**src/rtl/button_conditioner.sv**
```systemverilog
// Per-channel 2-FF synchronizer, debouncer and edge/long-hold pulse generator for push buttons.
// The release pulse port is named release_pulse because `release` is a reserved SystemVerilog word.
module button_conditioner #(
  parameter int unsigned NUM_BTN         = 3,
  parameter int unsigned DEBOUNCE_CYCLES = 250000,
  parameter int unsigned HOLD_CYCLES     = 25000000
) (
  input  logic               clk,
  input  logic               reset,
  input  logic [NUM_BTN-1:0] btn_raw,
  output logic [NUM_BTN-1:0] level,
  output logic [NUM_BTN-1:0] press,
  output logic [NUM_BTN-1:0] release_pulse,
  output logic [NUM_BTN-1:0] hold
);

  localparam int unsigned DW = (DEBOUNCE_CYCLES > 1) ? $clog2(DEBOUNCE_CYCLES) : 1;
  localparam int unsigned HW = $clog2(HOLD_CYCLES + 1);

  localparam logic [DW-1:0] DcntLast = DW'(DEBOUNCE_CYCLES - 1);
  localparam logic [HW-1:0] HcntMax  = HW'(HOLD_CYCLES);
  localparam logic [HW-1:0] HcntPre  = HW'(HOLD_CYCLES - 1);

  logic [NUM_BTN-1:0] s1_q, s2_q;

  always_ff @(posedge clk) begin
    if (reset) begin
      s1_q <= '0;
      s2_q <= '0;
    end else begin
      s1_q <= btn_raw;
      s2_q <= s1_q;
    end
  end

  for (genvar i = 0; i < NUM_BTN; i++) begin : g_chan
    logic [DW-1:0] dcnt_q, dcnt_d;
    logic [HW-1:0] hcnt_q, hcnt_d;
    logic          level_q, level_d;
    logic          press_q, release_q, hold_q;
    logic          stay_high;

    always_comb begin
      dcnt_d  = '0;
      level_d = level_q;
      if (s2_q[i] != level_q) begin
        if (dcnt_q == DcntLast) begin
          level_d = s2_q[i];
        end else begin
          dcnt_d = dcnt_q + DW'(1);
        end
      end
      // Count only while level stays high across the edge so a falling edge never yields hold.
      stay_high = level_q & level_d;
      hcnt_d    = '0;
      if (stay_high) begin
        hcnt_d = (hcnt_q == HcntMax) ? hcnt_q : hcnt_q + HW'(1);
      end
    end

    always_ff @(posedge clk) begin
      if (reset) begin
        dcnt_q    <= '0;
        hcnt_q    <= '0;
        level_q   <= 1'b0;
        press_q   <= 1'b0;
        release_q <= 1'b0;
        hold_q    <= 1'b0;
      end else begin
        dcnt_q    <= dcnt_d;
        hcnt_q    <= hcnt_d;
        level_q   <= level_d;
        press_q   <= level_d & ~level_q;
        release_q <= ~level_d & level_q;
        hold_q    <= stay_high & (hcnt_q == HcntPre);
      end
    end

    assign level[i]         = level_q;
    assign press[i]         = press_q;
    assign release_pulse[i] = release_q;
    assign hold[i]          = hold_q;
  end

endmodule

```
**config.mk**
```make
export PLATFORM = sky130hd
export DESIGN_NAME = button_conditioner
export DESIGN_NICKNAME = d
export VERILOG_FILES = /design/src/rtl/button_conditioner.sv
export SDC_FILE = /design/constraint.sdc
export NUM_CORES = 1
export LEC_CHECK = 0
export BUFFER_PORTS_ARGS = -buffer_cell sky130_fd_sc_hd__buf_2
export CELL_PAD_IN_SITES_DETAIL_PLACEMENT = 0
export CELL_PAD_IN_SITES_GLOBAL_PLACEMENT = 2
export CORE_UTILIZATION = 35
export CTS_CLUSTER_DIAMETER = 80
export DETAILED_ROUTE_END_ITERATION = 10
export GPL_TIMING_DRIVEN = 0
export PLACE_DENSITY_LB_ADDON = 0.1
export SYNTH_ARGS = -nofsm -noshare
export SYNTH_HDL_FRONTEND = slang
export SYNTH_SLANG_ARGS = --single-unit
```
**constraint.sdc**
```tcl
create_clock -name clk -period 2.05 [get_ports clk]
set_clock_uncertainty 0.2 [all_clocks]
set_input_delay 0.615 -clock clk [delete_from_list [all_inputs] [get_ports clk]]
set_output_delay 0.615 -clock clk [all_outputs]
set_load 0.05 [all_outputs]
```
==> impl_metrics.tcl <==
set metrics [dict create \
    ys_top_cells_by_area "dfxtp_1 43%, xor2_1 5.3%, nor2_1 4.8%, xnor2_1 4.3%, nand4_1 4.1%" \
    synth_top_family_by_area "simple AND/OR/NAND/NOR gates" \
    n_antenna_cell 0 \
    critPathMaxStageDelay_ns 0.47 \
    leakage_nw 2.661 \
    min_to "s1_q[2]" \
    grt_max_degree 17 \
    synth.ff_latch_count 147 \
    synth_xor_area_share_pct 9.570 \
    place_ws_ns -0.5910 \
    holdWs_ns 0.1943 \
    syn-num-nets 796 \
    max_slew_margin_pct 63.77 \
    post_drt_via_cell_ratio 5.194 \
    final_cell_area_mm2 0.008786 \
    clock-sinks 147 \
    p_int_mw 4.888 \
    fmax_ghz 0.4891 \
    drtIter0Drc 282 \
    drt-total-wl_um 15990 \
    path_class "register to register" \
    powerDensity_mw_per_mm2 701.7 \
    synth_edf_count 0 \
    die_area_mm2 0.01991 \
    cp.arrival_ns 2.16 \
    slew_viol_final 0 \
    placed_cell_area_mm2 0.007223 \
    drt-wirelength-per-cell_um 14.15 \
    combPwrFrac_pct 0.7 \
    yosysWarnings 0 \
    clock_latency_ns 0.43 \
    drv_cap 0 \
    min_period_ns 2.045 \
    die_w_um 141.1 \
    critical_path.top_delay_family "simple AND/OR/NAND/NOR gates" \
    async_flop_share_pct 0 \
    cp-start-kind "register" \
    reg2reg_slack_ns 0.005 \
    crit_path_top_delay_cell "or4_4" \
    p_sw_mw 1.278 \
    place.gp.congestion 0.7658 \
    met3WireLength_um 426 \
    root_buffer "clkbuf_16" \
    cp.required_ns 2.16 \
    synth_flop_cell "dfxtp_1" \
    r2r_end "g_chan[2].hold_q" \
    finalPower_mw 6.165 \
    final.setup.tns_ns 0 \
    synth_area_mm2 0.006773 \
    crit_path_max_fanout 6 \
    reg2reg_depth 7 \
    layout_setup_ws_ns 0.005377 \
    drtAntennaViolNets 0 \
    layout-drive-gt1-share_pct 29.20 \
    cp_num_buf_inv 2 \
    die_y_um 141.1 \
    netlist_instances 782 \
    synth-simple-area-share_pct 30.93 \
    tritoncts "done" \
    cts_buffers 17 \
    antenna_found_initial 0 \
    fin_util_pct 46.66 \
    finalSetupViolCount 0 \
    grt_pass1_vias 5622 \
    hold_class "input port to register" \
    grt_use_total_pct 16.68 \
    synth.most_common_cell "dfxtp_1" \
    syn2layout_area_growth_pct 29.72 \
    drc 0 \
    yosysTopAreaCellShare_pct 43.45 \
    hold_viol 0 \
    clkPwrFrac_pct 53.1 \
    clk_pin_slew_ns 0.06 \
    io_buffers 16 \
    holdCritStartpoint "btn_raw[2]" \
    top_layer_used "met4" \
    io_pins 17 \
    met2_length_um 7777 \
    core_area_mm2 0.01883 \
    cts_max_level 4 \
    synth_top_area_cell "dfxtp_1" \
    outcome "finished, final reports clean" \
    nets 871 \
    tightestPinTransition_ns 0.5434 \
    cts_buffer_depth 2 \
    worstPathCellList "ha_4, nand3_4, or4_4, o311ai_4, buf_12, buf_12, nor4_2" \
    firstDrtPassIters 4 \
    hold_buffers 0 \
    grt_overflow 0 \
    wl_met1_um 7504 \
    num_vias 5869 \
    rsz0062_at_grt "yes" \
    ys_top_cells_by_count "147 x dfxtp_1, 87 x nor2_1, 52 x a21oi_1" \
    p_sw_share_pct 20.72 \
    final_cells 1130 \
    worst_setup_path_end_kind "register" \
    finalCritPeriodShare_pct 99.74 \
    rows 50 \
    r2r-start "g_chan[2].dcnt_q[1]" \
    ir_worst_vdd_mv 0.5301 \
    path_common_cell "buf_12" \
    worstHoldPathCells 2 \
    avgSynthCellArea_um2 8.661 \
    synthMuxAreaShare_pct 0 \
    synth_fa_ha_area_share_pct 1.663 \
    placed_cells 1058 \
    initial_core_util_pct 35.97 \
    place_hpwl_um 10560 \
    p_seq_share_pct 46.3 \
    synth_cell_types 45 \
    synth-compound-area-share_pct 10.14 \
    grt_pass1_wl_um 26480 \
    ys_seq_area_share_pct 43.45 \
]
placed cells by master, fill, tap and decap left out, types with 4 or more instances in the layout:
master / count
clkbuf_1: 4
dfxtp_4: 14
a21oi_1: 34
nor2_1: 79
nor3_1: 16
bufinv_16: 4
nand2_1: 38
o21ai_0: 32
nand4_1: 44
or3_1: 26
clkinvlp_4: 4
xnor2_1: 33
nor2_2: 5
buf_2: 14
a21oi_2: 18
xor2_1: 41
buf_6: 8
ha_1: 4
nor4_2: 5
clkbuf_16: 18
and2_1: 5
and4_1: 15
and3_1: 13
nor4b_1: 4
dfxtp_2: 32
o31ai_1: 13
buf_4: 59
clkinv_2: 4
and4_2: 4
nor2b_1: 9
or4_4: 14
inv_1: 23
nand3_1: 39
ha_4: 4
nand2b_1: 4
dfxtp_1: 101
or4_1: 11
nor4_1: 13
per-layer routing:
metal,track usage [%],up-vias
li1,-,2983
met1,20.06,2803
met2,28.37,59
met3,3.533,24
met4,7.838,0
met5,0,-
registers in the layout (all words and copies together), names as in the netlist:
name,count
g_chan.release_q,3
s2_q,3
g_chan.dcnt_q,54
s1_q,3
g_chan.level_q,3
g_chan.press_q,3
g_chan.hcnt_q,75
g_chan.hold_q,3
worst max path at each step:
| stage | startpoint | endpoint | cells after the start |
|---|---|---|---|
| after detailed placement | g_chan[1].dcnt_q[7] | g_chan[1].hcnt_q[3] | 5 |
| final | g_chan[2].dcnt_q[1] | g_chan[2].hold_q | 7 |
| after global placement | g_chan[1].dcnt_q[7] | g_chan[1].hcnt_q[3] | 5 |
| after floorplan | g_chan[1].hcnt_q[5] | g_chan[1].hcnt_q[19] | 5 |
| after global routing | g_chan[2].dcnt_q[1] | g_chan[2].hcnt_q[5] | 7 |
| after CTS | g_chan[2].dcnt_q[0] | g_chan[2].hcnt_q[12] | 7 |
timing repair:
action                                  CTS  global route
buffers inserted                         29            16
cloned                                    1             2
endpoints found under the setup margin  125           110
gates resized for setup                  82           105
pin swaps                                23            28
endpoints found under the hold margin     0             0
power groups by stage:
stage	combinational, mW	sequential [mW]	clock, mW
floorplan	0.0219	2.93	0
global placement	0.0340	2.93	0
detailed placement	0.0347	2.93	0
CTS	0.0401	2.87	3.36
global route	0.0450	2.85	3.47
finish	0.0404	2.85	3.27
cells by family after synthesis:
family	count (synthesis)
simple gates	378
flops	147
compound gates	114
xor+xnor	74
buf+inv	60
fa+ha+maj	9
worst reg2reg max path, stage by stage (launching register included):
cell      delay (ns)
dfxtp_4         0.36
ha_4            0.15
nand3_4         0.08
or4_4           0.47
o311ai_4        0.32
buf_12          0.19
buf_12          0.13
nor4_2          0.05
cell type report:
type                       count  area (um2)
buffer                        29       240.2
fill                        1833       10040
multi-input combinational    575        3966
sequential                   147        3035
tap                          260       325.3
inverter                      23       86.33
timing repair buffer          64       515.5
clock inverter                14       187.7
clock buffer                  18       429.2
Note: power is estimated with default switching activity, not from simulation.
